$ cat config.mk
export PLATFORM = sky130hd
export DESIGN_NAME = div_result_bcd_flat
export DESIGN_NICKNAME = d
export VERILOG_FILES = /design/src/rtl/div_result_bcd_if.sv /design/src/rtl/div_result_bcd.sv /design/src/flat_wrapper.sv
export SDC_FILE = /design/constraint.sdc
export NUM_CORES = 1
export LEC_CHECK = 0
export BUFFER_PORTS_ARGS = -buffer_cell sky130_fd_sc_hd__buf_2
export CAP_MARGIN = 20
export CORE_AREA = 4 4 105 82
export DETAILED_ROUTE_END_ITERATION = 8
export DIE_AREA = 0 0 109 86
export PLACE_DENSITY = 0.67
export SYNTH_ARGS = -nofsm -noshare
export SYNTH_HDL_FRONTEND = slang
export SYNTH_HIERARCHICAL = 1
export SYNTH_SLANG_ARGS = --single-unit
$ cat constraint.sdc
create_clock -name clk -period 2.39 [get_ports clk]
set_clock_uncertainty 0.2 [all_clocks]
set_input_delay 0.478 -clock clk [delete_from_list [all_inputs] [get_ports clk]]
set_output_delay 0.478 -clock clk [all_outputs]
set_load 0.01 [all_outputs]
$ cat src/rtl/div_result_bcd_if.sv
// div_result_bcd_if: bus between the shift-subtract divider and the BCD
// result stage.
//   done/error/quotient/remainder : divider -> converter (one-cycle result)
//   q_bcd/r_bcd/err_flag/valid/busy : converter -> display driver
// master = divider/display side, slave = div_result_bcd.
interface div_result_bcd_if #(
  parameter int SIZE   = 8,
  parameter int DIGITS = 3
);
  logic                  done;
  logic                  error;
  logic [SIZE-1:0]       quotient;
  logic [SIZE-1:0]       remainder;
  logic [4*DIGITS-1:0]   q_bcd;
  logic [4*DIGITS-1:0]   r_bcd;
  logic                  err_flag;
  logic                  valid;
  logic                  busy;

  modport master (
    output done, error, quotient, remainder,
    input  q_bcd, r_bcd, err_flag, valid, busy
  );

  modport slave (
    input  done, error, quotient, remainder,
    output q_bcd, r_bcd, err_flag, valid, busy
  );
endinterface

$ cat src/rtl/div_result_bcd.sv
// div_result_bcd: converts the divider's quotient and remainder to packed BCD
// with an iterative double-dabble engine (one shift per clock, both values in
// parallel) and holds the result for the seven-segment driver.
//
// Ports:
//   clk      rising-edge clock
//   reset    synchronous, active-high; abandons any conversion
//   overrun  (only with OVERRUN_DETECT_EN) sticky: done arrived mid-conversion
//   bus      div_result_bcd_if.slave
//              in : done, error, quotient, remainder
//              out: q_bcd, r_bcd (digit 0 in [3:0]), err_flag, valid, busy
//
// Optional build macro: OVERRUN_DETECT_EN adds the `overrun` output.
//
// A good result is presented SIZE edges after the capture edge; a
// divide-by-zero result (error=1) is shown as all-4'hF digits at the capture
// edge with no conversion.

// One double-dabble lane: binary shift register plus BCD accumulator.
// bcd_nxt is the accumulator value after the current iteration, so the top
// level can register the final digits on the same edge as the last shift.
module div_result_bcd_lane #(
  parameter int SIZE   = 8,
  parameter int DIGITS = 3
) (
  input  logic                clk,
  input  logic                reset,
  input  logic                load,
  input  logic                step,
  input  logic [SIZE-1:0]     din,
  output logic [4*DIGITS-1:0] bcd_nxt
);
  localparam int BW = 4 * DIGITS;

  logic [SIZE-1:0] bin;
  logic [BW-1:0]   bcd;
  logic [BW-1:0]   adj;

  // Add-3 correction on every digit >= 5, done before the shift so the
  // doubled digit carries into the next one correctly.
  always_comb begin
    adj = bcd;
    for (int d = 0; d < DIGITS; d++) begin
      if (bcd[4*d +: 4] >= 4'd5)
        adj[4*d +: 4] = bcd[4*d +: 4] + 4'd3;
    end
  end

  // {bcd,bin} << 1: the top adjusted bit falls off, which cannot carry data
  // because 10^DIGITS exceeds the largest SIZE-bit value.
  assign bcd_nxt = BW'({adj, bin[SIZE-1]});

  always_ff @(posedge clk) begin
    if (reset) begin
      bin <= '0;
      bcd <= '0;
    end else if (load) begin
      bin <= din;
      bcd <= '0;
    end else if (step) begin
      bin <= bin << 1;
      bcd <= bcd_nxt;
    end
  end
endmodule

module div_result_bcd #(
  parameter int SIZE   = 8,
  parameter int DIGITS = 3
) (
  input  logic            clk,
  input  logic            reset,
`ifdef OVERRUN_DETECT_EN
  output logic            overrun,
`endif
  div_result_bcd_if.slave bus
);
  localparam int BW    = 4 * DIGITS;
  localparam int CW    = $clog2(SIZE + 1);
  localparam int LANES = 2;  // lane 0 = quotient, lane 1 = remainder

  typedef enum logic [1:0] {IDLE, SHIFT, RESULT} state_t;

  state_t                       state, state_nxt;
  logic [CW-1:0]                cnt;
  logic                         load, step, fin, err_cap;
  logic [LANES-1:0][SIZE-1:0]   din;
  logic [LANES-1:0][BW-1:0]     bcd_nxt;

  logic [BW-1:0]                q_bcd_r, r_bcd_r;
  logic                         err_flag_r, valid_r, busy_r;

  assign din = {bus.remainder, bus.quotient};

  for (genvar i = 0; i < LANES; i++) begin : g_lane
    div_result_bcd_lane #(.SIZE(SIZE), .DIGITS(DIGITS)) u_lane (
      .clk     (clk),
      .reset   (reset),
      .load    (load),
      .step    (step),
      .din     (din[i]),
      .bcd_nxt (bcd_nxt[i])
    );
  end

  // Next state and per-edge controls. done is only looked at outside SHIFT,
  // so a result arriving mid-conversion is dropped.
  always_comb begin
    state_nxt = state;
    load      = 1'b0;
    step      = 1'b0;
    fin       = 1'b0;
    err_cap   = 1'b0;
    case (state)
      IDLE, RESULT: begin
        if (bus.done) begin
          if (bus.error) begin
            err_cap   = 1'b1;
            state_nxt = RESULT;
          end else begin
            load      = 1'b1;
            state_nxt = SHIFT;
          end
        end
      end
      SHIFT: begin
        step = 1'b1;
        if (cnt == CW'(1)) begin
          fin       = 1'b1;
          state_nxt = RESULT;
        end
      end
      default: state_nxt = IDLE;
    endcase
  end

  always_ff @(posedge clk) begin
    if (reset) state <= IDLE;
    else       state <= state_nxt;
  end

  always_ff @(posedge clk) begin
    if (reset)     cnt <= '0;
    else if (load) cnt <= CW'(SIZE);
    else if (step) cnt <= cnt - CW'(1);
  end

  // Result registers only change on entry to RESULT; starting a conversion
  // drops valid but leaves the previous digits on the display.
  always_ff @(posedge clk) begin
    if (reset) begin
      q_bcd_r    <= '0;
      r_bcd_r    <= '0;
      err_flag_r <= 1'b0;
      valid_r    <= 1'b0;
      busy_r     <= 1'b0;
    end else if (err_cap) begin
      q_bcd_r    <= {DIGITS{4'hF}};
      r_bcd_r    <= {DIGITS{4'hF}};
      err_flag_r <= 1'b1;
      valid_r    <= 1'b1;
      busy_r     <= 1'b0;
    end else if (load) begin
      valid_r    <= 1'b0;
      busy_r     <= 1'b1;
    end else if (fin) begin
      q_bcd_r    <= bcd_nxt[0];
      r_bcd_r    <= bcd_nxt[1];
      err_flag_r <= 1'b0;
      valid_r    <= 1'b1;
      busy_r     <= 1'b0;
    end
  end

`ifdef OVERRUN_DETECT_EN
  always_ff @(posedge clk) begin
    if (reset)                          overrun <= 1'b0;
    else if (state == SHIFT && bus.done) overrun <= 1'b1;
  end
`endif

  assign bus.q_bcd    = q_bcd_r;
  assign bus.r_bcd    = r_bcd_r;
  assign bus.err_flag = err_flag_r;
  assign bus.valid    = valid_r;
  assign bus.busy     = busy_r;
endmodule

$ cat src/flat_wrapper.sv
// flat-port wrapper written by rule: the top's interface ports become plain ports
module div_result_bcd_flat 
#(
  parameter int SIZE   = 8,
  parameter int DIGITS = 3
)
  (clk, reset, bus_done, bus_error, bus_quotient, bus_remainder, bus_q_bcd, bus_r_bcd, bus_err_flag, bus_valid, bus_busy);
  div_result_bcd_if #(.SIZE(SIZE), .DIGITS(DIGITS)) bus_i ();
  input  logic clk;
  input  logic reset;
  input wire logic [$bits(bus_i.done)-1:0] bus_done;
  input wire logic [$bits(bus_i.error)-1:0] bus_error;
  input wire logic [$bits(bus_i.quotient)-1:0] bus_quotient;
  input wire logic [$bits(bus_i.remainder)-1:0] bus_remainder;
  output wire logic [$bits(bus_i.q_bcd)-1:0] bus_q_bcd;
  output wire logic [$bits(bus_i.r_bcd)-1:0] bus_r_bcd;
  output wire logic [$bits(bus_i.err_flag)-1:0] bus_err_flag;
  output wire logic [$bits(bus_i.valid)-1:0] bus_valid;
  output wire logic [$bits(bus_i.busy)-1:0] bus_busy;
  assign bus_i.done = bus_done;
  assign bus_i.error = bus_error;
  assign bus_i.quotient = bus_quotient;
  assign bus_i.remainder = bus_remainder;
  assign bus_q_bcd = bus_i.q_bcd;
  assign bus_r_bcd = bus_i.r_bcd;
  assign bus_err_flag = bus_i.err_flag;
  assign bus_valid = bus_i.valid;
  assign bus_busy = bus_i.busy;
  div_result_bcd #(.SIZE(SIZE), .DIGITS(DIGITS)) u_core (.clk(clk), .reset(reset), .bus(bus_i));
endmodule
==> impl_metrics.json <==
{
  "outcome": "completed",
  "multi_input_area_mm2": 0.001959,
  "drt_iter0_markers": 144,
  "r2r_cells": 6,
  "min_path_type": "input port to register",
  "hold_path_depth": 3,
  "syn_avg_cell_area_um2": 8.279,
  "worst_path_max_delay_cell": "or4_1",
  "clockBufferDepth": 2,
  "power_frac_clock": 0.340,
  "finalNetCount": 517,
  "clockRootBuffer": "clkbuf_8",
  "io_pins": 47,
  "diodes": 0,
  "ys_ff_latch": 73,
  "finalWirelength_um": 7976,
  "p_seq_frac": 0.511,
  "clk_pin_slew_ps": 80,
  "detail-route-antenna-nets": 0,
  "cts-buffers-inserted": 9,
  "synth_area_leader_cell": "dfxtp_1",
  "seqCellArea_mm2": 0.001461,
  "place_inst": 577,
  "synth_cell_types": 42,
  "synth-edff-count": 0,
  "post_route_cells_drive_above_1_share": 0.1926,
  "timing.final.crit_share": 0.7994,
  "critical_path_class": "register to register",
  "slowest_delay_ps": 490,
  "initial_core_util": 0.4845,
  "critical_path_arrival_ps": 1960,
  "first_pass_iters": 4,
  "cts_setup_buffers": 0,
  "cp_cell_sequence": "inv_1 -> ha_1 -> nand2b_1 -> a21oi_1 -> or4_1 -> o311ai_1",
  "tns_ps": 0,
  "syn_inst": 449,
  "finalHoldViolCount": 0,
  "area_growth_pct": 11.55,
  "worstSkewPairLatency_ps": 350,
  "viasPerCell": 5.256,
  "yosysTopAreaCellShare": 0.3931,
  "swShare": 0.2937,
  "drv_cap": 0,
  "drc": 0,
  "setup_viol": 0,
  "grt_antenna_before_repair": 0,
  "cts_tree": "built",
  "cp_max_fo": 5,
  "grt_max_degree": 36,
  "final_area_mm2": 0.004146,
  "clock-sinks": 73,
  "yosysSeqAreaShare": 0.3931,
  "stdcell_count": 593,
  "dieArea_mm2": 0.009374,
  "synth_ff_type": "dfxtp_1",
  "ir_drop_v": 0.0003520,
  "tightestPinTransition_ps": 505.1,
  "p_leak_nw": 1.618,
  "grt_pass1_vias": 2851,
  "dp_hpwl_um": 5344,
  "htree_levels": 3,
  "syn_area_mm2": 0.003717,
  "p_int_mw": 1.837,
  "slew_headroom": 0.6629,
  "fmax_ghz": 0.5234,
  "synthTopCellsByArea": "dfxtp_1 39%, mux2i_1 5.9%, nor2_1 5.3%",
  "dieWidth_um": 109,
  "gp_congestion": 0.8245,
  "port_buffers": 46,
  "postCtsResizedCells": 0,
  "fin_crit_ps": 1911,
  "cp_data_required_time_ps": 2440,
  "combPwrFrac": 0.149,
  "powerDensity_mw_per_mm2": 627.2,
  "coreArea_mm2": 0.007672,
  "die_y_um": 86,
  "rows": 28,
  "worstSetupStartpointType": "register",
  "cp-end-kind": "register",
  "placed_cell_area_mm2": 0.003965,
  "wl_per_cell_um": 13.45,
  "dr_total_vias": 3117,
  "fillers": 748,
  "grt_pass1_wl_um": 13520,
  "p_total_mw": 2.601,
  "synth_nets": 483,
  "switchingPower_uw": 763.8,
  "postCtsHoldBufs": 0,
  "yosysWarnings": 6,
  "maxSlewViolCount": 0,
  "grt_usage": 0.1798,
  "overflow": 0,
  "async_flop_share": 0,
  "rsz0062_at_grt": "false"
}
-- cell usage in the layout (no fill, tap or decap), types with 4 or more instances in the layout --
cell,n
a21o_1,4
a21oi_1,38
a21oi_2,4
a311oi_1,4
a31o_2,4
a31oi_1,30
buf_2,46
buf_4,7
clkbuf_8,10
clkinvlp_4,4
dfxtp_1,73
ha_1,14
inv_1,23
mux2i_1,22
nand2_1,31
nand2b_1,9
nand3_1,26
nor2_1,52
nor2b_1,5
nor3_1,10
o21ai_0,18
o21ai_1,9
o21ai_2,10
xnor2_1,6
-- cells by family after synthesis --
family	after synthesis	synth area share
fa+ha+maj	14	0.04712
buf+inv	56	0.08111
flops	73	0.3931
mux	22	0.05924
compound gates	130	0.2171
xor+xnor	7	0.01649
simple gates	147	0.1858
-- final timing paths --
kind / from / endpoint / slack, ps
worst min-delay path: bus_remainder[3] / u_core/g_lane[1].u_lane/bin[3]$_SDFFE_PP0P_ / 150
worst max-delay path: u_core/g_lane[0].u_lane/bcd[8]$_SDFFE_PP0P_ / u_core/g_lane[0].u_lane/bcd[9]$_SDFFE_PP0P_ / 480
worst min register to register: u_core/bus.err_flag$_SDFFE_PP0P_ / u_core/bus.err_flag$_SDFFE_PP0P_ / 260
worst max register to register: u_core/g_lane[0].u_lane/bcd[8]$_SDFFE_PP0P_ / u_core/g_lane[0].u_lane/bcd[9]$_SDFFE_PP0P_ / 480
-- final cells by class --
type	count	share of cell area
multi-input cells	320	0.4725
flip-flops and latches	73	0.3524
well taps	105	0.03168
clock buffers	10	0.03319
clock inverters	6	0.01056
repair buffers	55	0.07785
inverters	24	0.02173
-- layer usage --
metal  vias to the layer above  GRT usage  wire, um
met1                      1410     0.2469      4088
met3                         8    0.04439       317
met2                        52     0.2731      3476
li1                       1647          -         -
met4                         0    0.06537        93
met5                         -          0         0
-- through the flow --
stage                     setup slack (ps)  hold slack [ps]    util
final                                479.3            150.8  0.5404
after global routing                 265.4            140.9  0.5404
after CTS                            482.5            128.3  0.5404
after detailed placement             367.0            252.5  0.5168
after global placement               394.4            245.9  0.5168
after floorplan                      351.9            260.1       -
-- power by group through the flow --
stage	logic, mW	registers, mW	clock network (mW)
after global placement	0.381	1.36	0
after floorplan	0.275	1.37	0
final	0.387	1.33	0.885
after global routing	0.435	1.34	0.977
after CTS	0.388	1.33	0.920
after detailed placement	0.386	1.36	0
-- sequential cells by signal, summed over array words and instances (netlist names) --
| name | count |
|---|---|
| u_core/bus.q_bcd | 12 |
| u_core/bus.err_flag | 1 |
| u_core/bus.busy | 1 |
| u_core/cnt | 4 |
| u_core/state | 2 |
| u_core/bus.r_bcd | 12 |
| u_core/g_lane.u_lane/bcd | 24 |
| u_core/g_lane.u_lane/bin | 16 |
| u_core/bus.valid | 1 |
-- critical path: cells and delay by family, from the launching register on --
family	cells	cell delay, ps
and+or+nand+nor	2	610
DFF	1	430
AOI/OAI and AO/OA	2	250
adders and majority gates	1	230
buffers and inverters	1	80
-- synthesized netlist by cell type, drive strengths merged, types with 4 or more instances --
cell,count
a21o,4
a21oi,42
a311oi,4
a31o,4
a31oi,30
buf,25
clkbuf,7
dfxtp,73
ha,14
inv,24
mux2i,22
nand2,31
nand2b,9
nand3,26
nor2,52
nor2b,5
nor3,10
nor3b,4
o21ai,37
xnor2,6
Note: power is estimated with default switching activity, not from simulation.
